### config.mk
export PLATFORM = sky130hd
export DESIGN_NAME = rgmii_rx_assembler
export DESIGN_NICKNAME = d
export VERILOG_FILES = /design/src/rtl/rgmii_rx_assembler.sv
export SDC_FILE = /design/constraint.sdc
export NUM_CORES = 1
export LEC_CHECK = 0
export BUFFER_PORTS_ARGS = -buffer_cell sky130_fd_sc_hd__buf_4
export CORE_MARGIN = 10
export CORE_UTILIZATION = 30
export DETAILED_ROUTE_END_ITERATION = 8
export HOLD_SLACK_MARGIN = 0.02
export SLEW_MARGIN = 20
export SYNTH_ARGS = -nofsm -noshare
export SYNTH_HDL_FRONTEND = slang
export SYNTH_SLANG_ARGS = --single-unit
### constraint.sdc
create_clock -name rxclk -period 3.1 [get_ports rxclk]
set_input_delay 0.155 -clock rxclk [delete_from_list [all_inputs] [get_ports rxclk]]
set_output_delay 0.155 -clock rxclk [all_outputs]
set_load 0.05 [all_outputs]
### src/rtl/rgmii_rx_assembler.sv
// RGMII receive assembler: rebuilds a GMII byte stream from IDDR-split RX data
// (DDR merge at 1000M, SFD-aligned nibble pairing at 10/100M) and decodes in-band status.
module rgmii_rx_assembler #(
  parameter int unsigned STATUS_FILTER = 2
) (
  input  logic       rxclk,
  input  logic       reset_n,
  input  logic       speed,
  input  logic [3:0] rgmii_rxd_r,
  input  logic [3:0] rgmii_rxd_f,
  input  logic       rgmii_ctl_r,
  input  logic       rgmii_ctl_f,
  output logic [7:0] rxd,
  output logic       rxdv,
  output logic       rxer,
  output logic       rxce,
  output logic       link_up,
  output logic [1:0] link_speed,
  output logic       full_duplex,
  output logic       nibble_err
);

  localparam logic [0:0] ST_LO      = 1'b0;
  localparam logic [0:0] ST_HI      = 1'b1;
  localparam logic [3:0] FILTER_CNT = 4'(STATUS_FILTER);
  localparam logic [3:0] CNT_MAX    = 4'hF;

  logic       w_dv;
  logic       w_er;
  logic       w_mode_nx;
  logic [7:0] w_pair;
  logic       w_realign;
  logic [0:0] w_state_nx;
  logic       w_sfd_nx;
  logic       w_hunt_nx;
  logic [3:0] w_nib_nx;
  logic       w_nib_er_nx;
  logic [7:0] w_rxd_nx;
  logic       w_rxdv_nx;
  logic       w_rxer_nx;
  logic       w_rxce_nx;
  logic       w_nerr_nx;
  logic       w_cand;
  logic [3:0] w_cand_nx;
  logic [3:0] w_cnt_nx;
  logic       w_stat_upd;

  logic       r_mode;
  logic [0:0] r_state;
  logic       r_sfd_seen;
  logic       r_hunt;
  logic [3:0] r_nib;
  logic       r_nib_er;
  logic [3:0] r_prev_nib;
  logic       r_prev_er;
  logic [3:0] r_cnt;
  logic [3:0] r_cand;
  logic [7:0] r_rxd;
  logic       r_rxdv;
  logic       r_rxer;
  logic       r_rxce;
  logic       r_nerr;
  logic       r_link_up;
  logic [1:0] r_link_speed;
  logic       r_full_duplex;

  assign w_dv      = rgmii_ctl_r;
  assign w_er      = rgmii_ctl_r ^ rgmii_ctl_f;
  assign w_mode_nx = w_dv ? r_mode : speed;
  assign w_pair    = {rgmii_rxd_r, r_nib};
  assign w_realign = ~r_sfd_seen & (rgmii_rxd_r == 4'hD) & (r_prev_nib == 4'h5);

  // Byte assembly and alignment; r_hunt suppresses bytes of a frame entered mid-way after reset
  always_comb begin
    w_state_nx  = r_state;
    w_sfd_nx    = r_sfd_seen;
    w_hunt_nx   = r_hunt;
    w_nib_nx    = r_nib;
    w_nib_er_nx = r_nib_er;
    w_rxd_nx    = 8'h00;
    w_rxdv_nx   = 1'b0;
    w_rxer_nx   = 1'b0;
    w_rxce_nx   = 1'b0;
    w_nerr_nx   = 1'b0;
    if (!w_dv) begin
      w_state_nx = ST_LO;
      w_sfd_nx   = 1'b0;
      w_hunt_nx  = 1'b0;
      w_rxce_nx  = 1'b1;
      w_rxer_nx  = w_er;
      w_nerr_nx  = (r_state == ST_HI) & ~r_mode & ~r_hunt;
      if (r_mode) begin
        w_rxd_nx = {rgmii_rxd_f, rgmii_rxd_r};
      end else begin
        w_rxd_nx = {rgmii_rxd_r, rgmii_rxd_r};
      end
    end else if (r_mode) begin
      w_rxd_nx  = {rgmii_rxd_f, rgmii_rxd_r};
      w_rxdv_nx = 1'b1;
      w_rxer_nx = w_er;
      w_rxce_nx = 1'b1;
    end else begin
      case (r_state)
        ST_LO: begin
          if (w_realign) begin
            w_rxd_nx  = 8'hD5;
            w_rxdv_nx = 1'b1;
            w_rxer_nx = w_er | r_prev_er;
            w_rxce_nx = 1'b1;
            w_sfd_nx  = 1'b1;
            w_hunt_nx = 1'b0;
          end else begin
            w_nib_nx    = rgmii_rxd_r;
            w_nib_er_nx = w_er;
            w_state_nx  = ST_HI;
          end
        end
        ST_HI: begin
          w_rxd_nx   = w_pair;
          w_rxdv_nx  = 1'b1;
          w_rxer_nx  = r_nib_er | w_er;
          w_state_nx = ST_LO;
          if (w_pair == 8'hD5) begin
            w_sfd_nx  = 1'b1;
            w_hunt_nx = 1'b0;
            w_rxce_nx = 1'b1;
          end else begin
            w_rxce_nx = ~r_hunt;
          end
        end
        default: begin
          w_state_nx = ST_LO;
        end
      endcase
    end
  end

  // In-band status filter: count consecutive identical idle status samples
  always_comb begin
    w_cand = ~w_dv & ~w_er & (rgmii_rxd_r == rgmii_rxd_f);
    if (w_cand) begin
      w_cand_nx = rgmii_rxd_r;
      if ((rgmii_rxd_r == r_cand) && (r_cnt != 4'd0)) begin
        w_cnt_nx = (r_cnt == CNT_MAX) ? CNT_MAX : (r_cnt + 4'd1);
      end else begin
        w_cnt_nx = 4'd1;
      end
    end else begin
      w_cand_nx = r_cand;
      w_cnt_nx  = 4'd0;
    end
    w_stat_upd = w_cand & (w_cnt_nx == FILTER_CNT);
  end

  // State and output registers
  always_ff @(posedge rxclk or negedge reset_n) begin
    if (!reset_n) begin
      r_mode        <= 1'b0;
      r_state       <= ST_LO;
      r_sfd_seen    <= 1'b0;
      r_hunt        <= 1'b1;
      r_nib         <= 4'h0;
      r_nib_er      <= 1'b0;
      r_prev_nib    <= 4'h0;
      r_prev_er     <= 1'b0;
      r_cnt         <= 4'd0;
      r_cand        <= 4'h0;
      r_rxd         <= 8'h00;
      r_rxdv        <= 1'b0;
      r_rxer        <= 1'b0;
      r_rxce        <= 1'b0;
      r_nerr        <= 1'b0;
      r_link_up     <= 1'b0;
      r_link_speed  <= 2'b00;
      r_full_duplex <= 1'b0;
    end else begin
      r_mode     <= w_mode_nx;
      r_state    <= w_state_nx;
      r_sfd_seen <= w_sfd_nx;
      r_hunt     <= w_hunt_nx;
      r_nib      <= w_nib_nx;
      r_nib_er   <= w_nib_er_nx;
      r_prev_nib <= rgmii_rxd_r;
      r_prev_er  <= w_er;
      r_cnt      <= w_cnt_nx;
      r_cand     <= w_cand_nx;
      r_rxd      <= w_rxd_nx;
      r_rxdv     <= w_rxdv_nx;
      r_rxer     <= w_rxer_nx;
      r_rxce     <= w_rxce_nx;
      r_nerr     <= w_nerr_nx;
      if (w_stat_upd) begin
        r_link_up     <= rgmii_rxd_r[0];
        r_link_speed  <= rgmii_rxd_r[2:1];
        r_full_duplex <= rgmii_rxd_r[3];
      end else begin
        r_link_up     <= r_link_up;
        r_link_speed  <= r_link_speed;
        r_full_duplex <= r_full_duplex;
      end
    end
  end

  assign rxd         = r_rxd;
  assign rxdv        = r_rxdv;
  assign rxer        = r_rxer;
  assign rxce        = r_rxce;
  assign nibble_err  = r_nerr;
  assign link_up     = r_link_up;
  assign link_speed  = r_link_speed;
  assign full_duplex = r_full_duplex;

endmodule

---- Yosys cells after proc, flatten, opt, wreduce, memory -nomap -nowiden ----
Cells that the tools add are included.
storage, ports and cells
  flip-flop bits (word level) ............. 38
  input port bits ......................... 13
  output and inout port bits .............. 16
cells by class
  $add $sub $neg .......................... 1
  equal/unequal tests ..................... 10
  multiplexer cells ....................... 35
  bitwise gates (word level) .............. 17
  reduce and logical (&&, ||, !) cells .... 4
operators with widths
  cell                   count
  $mux W8                4
  $mux W1                21
  $pmux W8 S2            1
  $mux W4                3
  $pmux W1 S2            6
  $eq A4 B4 Y1           2
  $eq A4 B4 Y1 const B   2
  $eq A8 B8 Y1 const B   1
  $and A1 B1 Y1          7
  $not A1 Y1             7
  $add A4 B1 Y4 const B  1
  $eq A4 B2 Y1 const B   1
  $eq A4 B3 Y1 const B   1
  $reduce_and A4 Y1      1
  $reduce_bool A4 Y1     1
  $ne A3 B2 Y1 const B   1
  $ne A3 B3 Y1 const B   1
  $reduce_and A3 Y1      1
  $ne A2 B2 Y1 const B   1
  $or A1 B1 Y1           2
  $logic_and A1 B1 Y1    1
  $xor A1 B1 Y1          1

---- Depth between registers and ports, before layout ----
  depth after elaboration ................. 7
  gate-level depth with buffers ........... 6
  depth with buffers taken out ............ 6

---- Least setup slack after synthesis ----
No wires, ideal clock.
  path type ............................... register to register
  from .................................... register r_cnt[0]
  to ...................................... register r_full_duplex, in the netlist full_duplex
  library setup time ...................... 0.128 ns
  data arrival time ....................... 1.643 ns
  data required time ...................... 2.972 ns
  path slack .............................. 1.329 ns
  stages on the path, launching flop included .. 6
  path buffers ............................ 0
  cells stage by stage .................... dfrtp_1 > inv_1 > ha_1 > a2111o_1 > nor4_4 > mux2_1
between the ends
  word-level cells in the longest chain between the ends .. 6
RTL lines
  element                                                RTL line  text
  from (decl)                                            56        logic [3:0] r_cnt;
  from (signal assigned)                                 185       r_cnt <= w_cnt_nx;
  $add A4 B1 Y4 (tied with other cells)                  144       w_cnt_nx = (r_cnt == CNT_MAX) ? CNT_MAX : (r_cnt + 4'd1);
  $mux W4 / $logic_and A1 B1 Y1 (equally long branches)  144, 143
  $mux W4 *                                              143       if ((rgmii_rxd_r == r_cand) && (r_cnt != 4'd0)) begin
  $mux W4 *                                              141       if (w_cand) begin
  $eq A4 B2 Y1 *                                         152       w_stat_upd = w_cand & (w_cnt_nx == FILTER_CNT);
  $and A1 B1 Y1 *                                        152
  to (signal assigned)                                   195       r_full_duplex <= rgmii_rxd_r[3];
  to (signal assigned)                                   199       r_full_duplex <= r_full_duplex;
  to (decl)                                              65        logic r_full_duplex;
Mark *: on every way between the ends. The rest lies on a longest branch, timed or not.
A chain may end at the register's enable or synchronous reset.

---- Worst setup path after layout ----
  from .................................... register r_cnt[0]
  to ...................................... register r_link_speed[0], in the netlist link_speed[0]
between the ends
  word-level cells in the longest chain between the ends .. 6
RTL lines
  element                                                RTL line  text
  $add A4 B1 Y4 (tied with other cells)                  144
  $mux W4 / $logic_and A1 B1 Y1 (equally long branches)  144, 143
  $mux W4 *                                              143
  $mux W4 *                                              141
  $eq A4 B2 Y1 *                                         152
  $and A1 B1 Y1 *                                        152
  to (signal assigned)                                   194       r_link_speed <= rgmii_rxd_r[2:1];
  to (signal assigned)                                   198       r_link_speed <= r_link_speed;
  to (decl)                                              64        logic [1:0] r_link_speed;
Marked as above.

==> impl_metrics.toml <==
[outcome]
status = "finished clean"

[power]
max-vdd-ir-drop_uv = 200.2
finalPower_mw = 1.231
cellLeakagePower_nw = 0.9476
cellPowerDensity_nw_per_um2 = 586.3

[placed_design]
dp_hpwl_um = 2578
io_buffer_count = 28
place.gp.congestion = 0.7951

[setup_path]
cp.arrival_ns = 2.06
crit_type = "reg -> reg"
critPathSlowestCell = "a2111o_1"
cp_slowest_stage_delay_ns = 0.40
path_cells = "inv_1 > ha_1 > a2111o_1 > nor4_4 > mux2_1"
end_kind = "flip-flop"
crit_buf_inv = 1
start_kind = "flip-flop"
cp_max_fo = 4
cp.required_ns = 3.28
crit_family = "compound AO/OA/AOI/OAI gates"

[finish]
fin_util_pct = 37.90
mostFrequentLayoutCells = "37 x dfrtp_1, 28 x buf_4, 15 x nand2_1, 13 x nor2_1, 11 x mux2_2"
final_common_cell = "dfrtp_1"
multiInputGateArea_um2 = 704.4
antenna_cells = 0
drive_above_1_share_pct = 27.62
seq_area_um2 = 952.2
fillerInstances = 570
nets = 196
syn_to_final_growth_pct = 21.95

[timing]
timing.final.crit_share_pct = 60.42
rsz0062_at_grt = "no"
max_slew.worst_pin.slew_ns = 0.5779
setup_violations = 0
hold_violations = 0
fin_crit_ns = 1.873
fin_setup_tns_ns = 0
max-slew-margin-rel_pct = 61.43
slew_viol_final = 0
clock.fmax_mhz = 533.9
fin_skew_ns = 0.008141

[yosys]
synthesis.nets = 167
ys_ff_latch = 38
ys_warn_count = 0
ys_types = 37
seq_area_frac_synth_pct = 55.31
netlist_area_um2 = 1722
avgSynthCellArea_um2 = 11.40
syn_inst = 151

[die]
die_area_um2 = 9169
rows = 27
core_um2 = 5540
die_w_um = 95.76
fp.dieH_um = 95.76
initial_core_util_pct = 31.07
io_pins = 29

[route]
drc_errors = 0
wl_per_cell_um = 13.64
dr.pass1.iters = 4
drt-total-wl_um = 3451
ant_nets = 0
initialDrtViolationCount = 78
via_per_inst = 4.719
vias = 1194

[clock_tree]
cts_buffer_depth = 2
cts.clk_slew.worst_paths_ns = 0.08
post_cts_buffers = 0
cts_tree = "done"
cts_root_buf = "clkbuf_8"
cts_buffers = 5
h-tree-depth = 2
clock_sinks = 38
insertion_delay_ns = 0.29

[grt]
grt_usage_pct = 8.108
grt_max_degree = 39
antenna_found_initial = 0
grt-ovfl-total = 0
first_global_vias = 1187
grt_pass1_wl_um = 5789

[worst_hold_path]
hold_class = "in -> reg"

[flow_run]
drv_cap = 0
[final cells by class]
class / instances / area share [%]
multi-input cells: 100 / 33.55
inverters: 6 / 1.073
well taps: 72 / 4.291
clock buffers: 6 / 3.457
clock inverters: 2 / 1.788
flip-flops and latches: 38 / 45.35
repair buffers: 29 / 10.49
[flip-flops by register name, summed over array words and instances (netlist names), 2 cells and up]
name and count:
link_speed 2, r_cand 4, r_cnt 4, r_nib 4
r_prev_nib 4, rxd 8
[synthesized netlist by cell type]
master | n | share of area [%]
nor2b_1 | 2 | 0.73
a21oi_1 | 4 | 1.2
and2b_1 | 1 | 0.44
clkbuf_1 | 3 | 0.65
nand2_1 | 15 | 3.3
buf_2 | 1 | 0.29
o21a_1 | 2 | 0.87
nor2_1 | 13 | 2.8
buf_6 | 1 | 0.65
nand4bb_1 | 2 | 1.3
o31a_1 | 1 | 0.51
nand2b_1 | 5 | 1.8
and3b_1 | 1 | 0.51
mux2i_1 | 1 | 0.58
o2111ai_1 | 2 | 1.0
nor4_1 | 5 | 1.8
nor3_2 | 1 | 0.58
o21ai_0 | 8 | 2.3
dfrtp_1 | 37 | 54
mux2_2 | 11 | 7.2
dfstp_2 | 1 | 1.5
buf_4 | 2 | 0.87
o21bai_1 | 1 | 0.44
o22ai_1 | 1 | 0.36
ha_1 | 3 | 2.2
xor2_1 | 4 | 2.0
inv_1 | 6 | 1.3
nor3_1 | 3 | 0.87
a2111o_1 | 2 | 1.3
mux2_1 | 4 | 2.6
nand3_1 | 1 | 0.29
a31oi_1 | 2 | 0.73
xnor2_1 | 1 | 0.51
a31o_2 | 1 | 0.51
and3_1 | 1 | 0.36
nor4_4 | 1 | 1.2
nand4b_1 | 1 | 0.51
[per-layer routing]
layer  vias up  wire length [um]  global-route usage [%]
met4         0               106                   5.283
met3         7               197                   2.957
met1       578              1547                   9.568
met5         -                 0                       0
met2        25              1600                   12.19
li1        584                 -                       -
[power breakdown]
part | switching [mW] | total, mW | internal, mW
registers | 0.0373 | 0.590 | 0.553
logic | 0.133 | 0.225 | 0.0920
clock network | 0.176 | 0.416 | 0.240
total | 0.346 | 1.23 | 0.885
[per-stage QoR]
stage          worst slack (ns)  hold slack [ns]  instance area, um2  std cells
4_1_cts                   1.221          0.04976                2100        253
6_report                  1.227          0.05213                2100        253
2_1_floorplan             1.329          -0.1406                1722        151
3_5_place_dp              1.231           0.1489                1979        244
5_1_grt                   1.106          0.05505                2100        253
3_3_place_gp              1.249           0.1448                1979        244
[what timing repair did]
action,CTS,global route
hold buffers,1,0
hold endpoints to repair,37,0
resized for setup,0,0
[final timing paths]
check / startpoint / to / slack, ns / cells past startpoint
worst min-delay path: rgmii_rxd_r[3] / r_prev_nib[3] / 0.05 / 1
worst min register to register: r_hunt / r_hunt / 0.47 / 2
worst max register to register: r_cnt[0] / link_speed[0] / 1.23 / 5
max in group asynchronous: reset_n / r_hunt / 2.39 / 2
worst max-delay path: r_cnt[0] / link_speed[0] / 1.23 / 5
min in group asynchronous: reset_n / link_up / 0.35 / 2
[logic make-up after synthesis]
group / synth area share, %
AND/OR/NAND/NOR: 16.57
flip-flops: 55.31
AO/OA/AOI/OAI: 9.230
multiplexers: 10.39
buffers and inverters: 3.778
XOR/XNOR: 2.543
adder cells (fa/ha/maj): 2.180
(Power assumes the default switching activity.)
